`src/rtl/sar_bit_sequencer.sv`:
```
`default_nettype none
// ============================================================================
// Module      : sar_bit_sequencer
// Description : SAR conversion sequencer. It walks a one-hot bit pointer from
//               MSB to LSB, drives the DAC trial code and captures the result.
//               Optional macro SAR_SETTLE_EN adds a settle wait before each
//               compare.
// Revision    : 1.0 - initial release
// ============================================================================
module sar_bit_sequencer #(
    parameter int unsigned N_BITS        = 10,
    parameter int unsigned SETTLE_CYCLES = 2
) (
    input  logic              clk,
    input  logic              rst,
    input  logic              start,
    input  logic              cmp,
    output logic              busy,
    output logic [N_BITS-1:0] bitctrl,
    output logic [N_BITS-1:0] trial,
    output logic [N_BITS-1:0] result,
    output logic              done
);

    typedef enum logic [1:0] {
        IDLE    = 2'd0,
        CONVERT = 2'd1,
        FINISH  = 2'd2
    } state_t;

    localparam logic [N_BITS-1:0] c_msb = {1'b1, {(N_BITS-1){1'b0}}};

    state_t            r_state, w_state_nxt;
    logic              r_busy, w_busy_nxt;
    logic [N_BITS-1:0] r_bitctrl, w_bitctrl_nxt;
    logic [N_BITS-1:0] r_trial, w_trial_nxt;
    logic [N_BITS-1:0] r_result, w_result_nxt;
    logic              r_done, w_done_nxt;
    logic              w_step;
    logic [N_BITS-1:0] w_decided;

`ifdef SAR_SETTLE_EN
    localparam logic [3:0] c_settle = 4'(SETTLE_CYCLES);
    logic [3:0] r_settle;

    // Compare only once the DAC has had SETTLE_CYCLES edges to settle.
    assign w_step = (r_settle == 4'd0);

    always_ff @(posedge clk) begin
        if (rst) begin
            r_settle <= 4'd0;
        end else if (r_state == IDLE && start) begin
            r_settle <= c_settle;
        end else if (r_state == CONVERT) begin
            r_settle <= w_step ? c_settle : r_settle - 4'd1;
        end
    end
`else
    logic w_unused_settle;
    assign w_unused_settle = ^SETTLE_CYCLES;
    assign w_step          = 1'b1;
`endif

    // Trial code with the bit under test replaced by the comparator decision.
    assign w_decided = (r_trial & ~r_bitctrl) | (cmp ? r_bitctrl : '0);

    always_ff @(posedge clk) begin
        if (rst) begin
            r_state   <= IDLE;
            r_busy    <= 1'b0;
            r_bitctrl <= '0;
            r_trial   <= '0;
            r_result  <= '0;
            r_done    <= 1'b0;
        end else begin
            r_state   <= w_state_nxt;
            r_busy    <= w_busy_nxt;
            r_bitctrl <= w_bitctrl_nxt;
            r_trial   <= w_trial_nxt;
            r_result  <= w_result_nxt;
            r_done    <= w_done_nxt;
        end
    end

    always_comb begin
        w_state_nxt   = r_state;
        w_busy_nxt    = r_busy;
        w_bitctrl_nxt = r_bitctrl;
        w_trial_nxt   = r_trial;
        w_result_nxt  = r_result;
        w_done_nxt    = 1'b0;
        case (r_state)
            IDLE: begin
                if (start) begin
                    w_state_nxt   = CONVERT;
                    w_busy_nxt    = 1'b1;
                    w_bitctrl_nxt = c_msb;
                    w_trial_nxt   = c_msb;
                end
            end
            CONVERT: begin
                if (w_step) begin
                    if (r_bitctrl[0]) begin
                        w_state_nxt   = FINISH;
                        w_busy_nxt    = 1'b0;
                        w_bitctrl_nxt = '0;
                        w_trial_nxt   = w_decided;
                        w_result_nxt  = w_decided;
                        w_done_nxt    = 1'b1;
                    end else begin
                        w_bitctrl_nxt = r_bitctrl >> 1;
                        w_trial_nxt   = w_decided | (r_bitctrl >> 1);
                    end
                end
            end
            FINISH: begin
                w_state_nxt = IDLE;
            end
            default: begin
                w_state_nxt = IDLE;
            end
        endcase
    end

    assign busy    = r_busy;
    assign bitctrl = r_bitctrl;
    assign trial   = r_trial;
    assign result  = r_result;
    assign done    = r_done;

endmodule
`default_nettype wire
```
`config.mk`:
```
export PLATFORM = sky130hd
export DESIGN_NAME = sar_bit_sequencer
export DESIGN_NICKNAME = d
export VERILOG_FILES = /design/src/rtl/sar_bit_sequencer.sv
export SDC_FILE = /design/constraint.sdc
export NUM_CORES = 1
export LEC_CHECK = 0
export CAP_MARGIN = 25
export CORE_MARGIN = 4
export CORE_UTILIZATION = 47
export DETAILED_ROUTE_END_ITERATION = 7
export PLACE_DENSITY = 0.77
export REMOVE_ABC_BUFFERS = 1
export SLEW_MARGIN = 20
export SYNTH_ARGS = -nofsm -noshare
export SYNTH_HDL_FRONTEND = slang
export SYNTH_SLANG_ARGS = --single-unit
```
`constraint.sdc`:
```
create_clock -name clk -period 1.51 [get_ports clk]
set_input_delay 0.453 -clock clk [delete_from_list [all_inputs] [get_ports clk]]
set_output_delay 0.453 -clock clk [all_outputs]
set_load 0.02 [all_outputs]
```
==> impl_results.md <==
- RSZ-0062 raised after global routing: false
- # setup viols final: 0
- Gr usage total: 19.9%
- Critical path class: reg -> out
- Die Wd: 62.7 microns
- GRT Residual Overflow: 0
- Buf/Inv on CP: 1
- Setup Fix Bufs, Post-CTS: 0
- Slew Limit Headroom: 67.1%
- Psw: 0.376 mW
- CP top delay family: flip-flops
- Cell Area, Synth: 0.00141 sq mm
- CTS tree: yes
- ANT cells: 0
- Leak Pwr: 0.835 nW
- Drt total wl: 3590 microns
- Final Critical Period: 1.47 ns
- Most frequent cells in the layout: 33 x dfxtp_1, 25 x nand2_1, 20 x a21oi_1, 20 x buf_4, 17 x dlygate4sd2_1
- Worst slew pin tran: 0.494 ns
- Core area: 0.00281 sq mm
- Slowest library cell on the worst path: dfxtp_1
- Logic gate share of total power: 10.0%
- FF+latch count, synth: 34
- VDD IR max: 0.000482 V
- Height of the die: 62.7 microns
- Status: completed
- Area grow syn2layout: 33.5%
- Crit-path max FO: 2
- Vias: 1275
- DRC: 0
- Final Hold Fails: 0
- Worst-path clk slew: 0.09 ns
- DRT iter0 DRCs: 72
- Ys Warns: 0
- Finished Cell Area: 0.00188 sq mm
- Placement-stage cell area: 0.00188 sq mm
- Pre-CTS worst setup slack: -0.347 ns
- Fmax: 0.682 GHz
- GPL Wtd Cong: 0.772
- Clock share of power: 29.7%
- Util after Layout: 67.0%
- Clock Path Buffers: 2
- Yosys cell types: 26
- Cts bufs inserted: 5
- Internal: 1.15 mW
- Critical Path AT: 1.01 ns
- Commonest non-fill, non-tap cell in the layout: dfxtp_1
- Max_cap viols: 0
- Layout cells sized above 1: 22.5%
- CTS H-tree lvls: 2
- CP Cell Sequence: clkdlybuf4s15_1
- Peak per-stage delay on the critical path: 0.36 ns
- Root buffer cell: clkbuf_4
- First-pass GRT wire length: 6370 microns
- FP Rows: 19
- Tcrit/Tclk final: 97.1%
- Hold WC Path Type: reg -> reg
- Fin. max-slew vios: 0
- Sw frac: 24.6%
- I/O pins: 36
- Clock sink total: 34
- Initial Utilization: 50.2%
- DP HPWL: 2440 microns
- Worst EP required: 1.06 ns
- Avg WL per Cell: 15.5 microns
- CP Capture Type: output pin
- Sequential power share: 60.3%
- Number of global-route vias before repair: 1371
- TNS Setup: 0 ns
- Final nets: 204
- Pwr Density: 813 mW/mm^2
- Final WS setup: 0.0434 ns
- Startpoint types: flop
- Worst Clk Skew: 0.00239 ns
- Post-DRT Antenna Nets: 0
- Seq/Total Area, Yosys: 48.4%
- Synthesized area per cell: 9.51 sq um
- Largest net degree at the start of global routing: 18
- Die ar.: 0.00393 sq mm
- Initial antenna violation count: 0
- Worst-skew pair later-pin latency: 0.32 ns
- DRT Pass-1 Iters: 4
- Port bufs: 35
- Mean number of vias per cell: 5.52
- Post-Synthesis Cells: 148
layer usage:
layer / global-route usage, % / share of wire [%] / vias to the layer above / routed length, microns
met1: 25.8 / 46 / 604 / 1640
met3: 5.76 / 6.1 / 7 / 220
li1: - / - / 616 / -
met5: 0 / 0 / - / 0
met4: 8.26 / 1.6 / 0 / 57
met2: 30.8 / 46 / 48 / 1670
flip-flops by register name, summed over array words and instances, names as in the netlist:
register	flops
done	1
r_state	2
busy	1
result	10
bitctrl	10
trial	10
final timing paths:
check / start / endpoint / slack, ns / cells after the start
setup / recovery: result[7]$_SDFFE_PP0P_ / result[7] / 0.04 / 1
hold / removal: trial[3]$_SDFFE_PP0P_ / trial[3]$_SDFFE_PP0P_ / 0.47 / 2
setup reg to reg: r_state[0]$_SDFFE_PP0P_ / result[9]$_SDFFE_PP0P_ / 0.24 / 4
hold reg to reg: trial[3]$_SDFFE_PP0P_ / trial[3]$_SDFFE_PP0P_ / 0.47 / 2
power by group through the flow:
stage               clock network [mW]  registers, mW  logic (mW)
finish                           0.453          0.921       0.153
global route                     0.511          0.924       0.166
CTS                              0.470          0.921       0.151
detailed placement                   0          0.941       0.157
global placement                     0          0.940       0.154
floorplan                            0          0.954      0.0568
Yosys cell counts:
cell / number / share of area [%]
nor4bb_1: 2 / 1.4
a311oi_1: 1 / 0.62
nor2b_4: 1 / 0.98
buf_2: 2 / 0.71
o21bai_1: 1 / 0.53
o21a_1: 1 / 0.53
a21oi_1: 20 / 7.1
nor2_1: 3 / 0.80
and4bb_2: 1 / 0.89
inv_1: 3 / 0.80
nor2b_1: 9 / 4.0
clkbuf_1: 2 / 0.53
buf_4: 4 / 2.1
a21oi_2: 1 / 0.62
nor3_1: 2 / 0.71
dfxtp_1: 34 / 48
buf_6: 2 / 1.6
o21bai_4: 1 / 1.3
nand2_1: 25 / 6.7
o21bai_2: 1 / 0.80
mux2_2: 8 / 6.4
a22o_1: 9 / 5.6
o21ai_0: 10 / 3.6
mux2i_1: 3 / 2.1
a31oi_1: 1 / 0.44
o21ba_2: 1 / 0.71
cell type report:
class	instances	area, sq um
Fill cell	234	926
Sequential cell	34	682
Multi-Input combinational cell	101	646
Timing Repair Buffer	55	457
Clock buffer	7	45.0
Tap cell	31	38.8
Inverter	3	11.3
through the flow:
stage / hold WS [ns] / std cells / power, mW
after floorplan: 0.522 / 138 / 1.01
after global placement: 0.451 / 224 / 1.09
after detailed placement: 0.459 / 224 / 1.10
after CTS: 0.471 / 231 / 1.54
after global routing: 0.495 / 231 / 1.60
final: 0.473 / 231 / 1.53
logic make-up (layout without fill, tap and decap cells):
| kind of cell | Yosys count | after routing | share of synthesized area (%) |
|---|---|---|---|
| multiplexers | 11 | 11 | 8.53 |
| buffers and inverters | 13 | 65 | 5.78 |
| flip-flops | 34 | 34 | 48.4 |
| AND/OR/NAND/NOR | 43 | 43 | 15.5 |
| AO/OA/AOI/OAI | 47 | 47 | 21.9 |
what timing repair did:
item / in CTS / in global routing
hold buffers: 0 / 0
setup endpoints to repair: 32 / 25
resized for setup: 33 / 21
(Power assumes the default switching activity.)
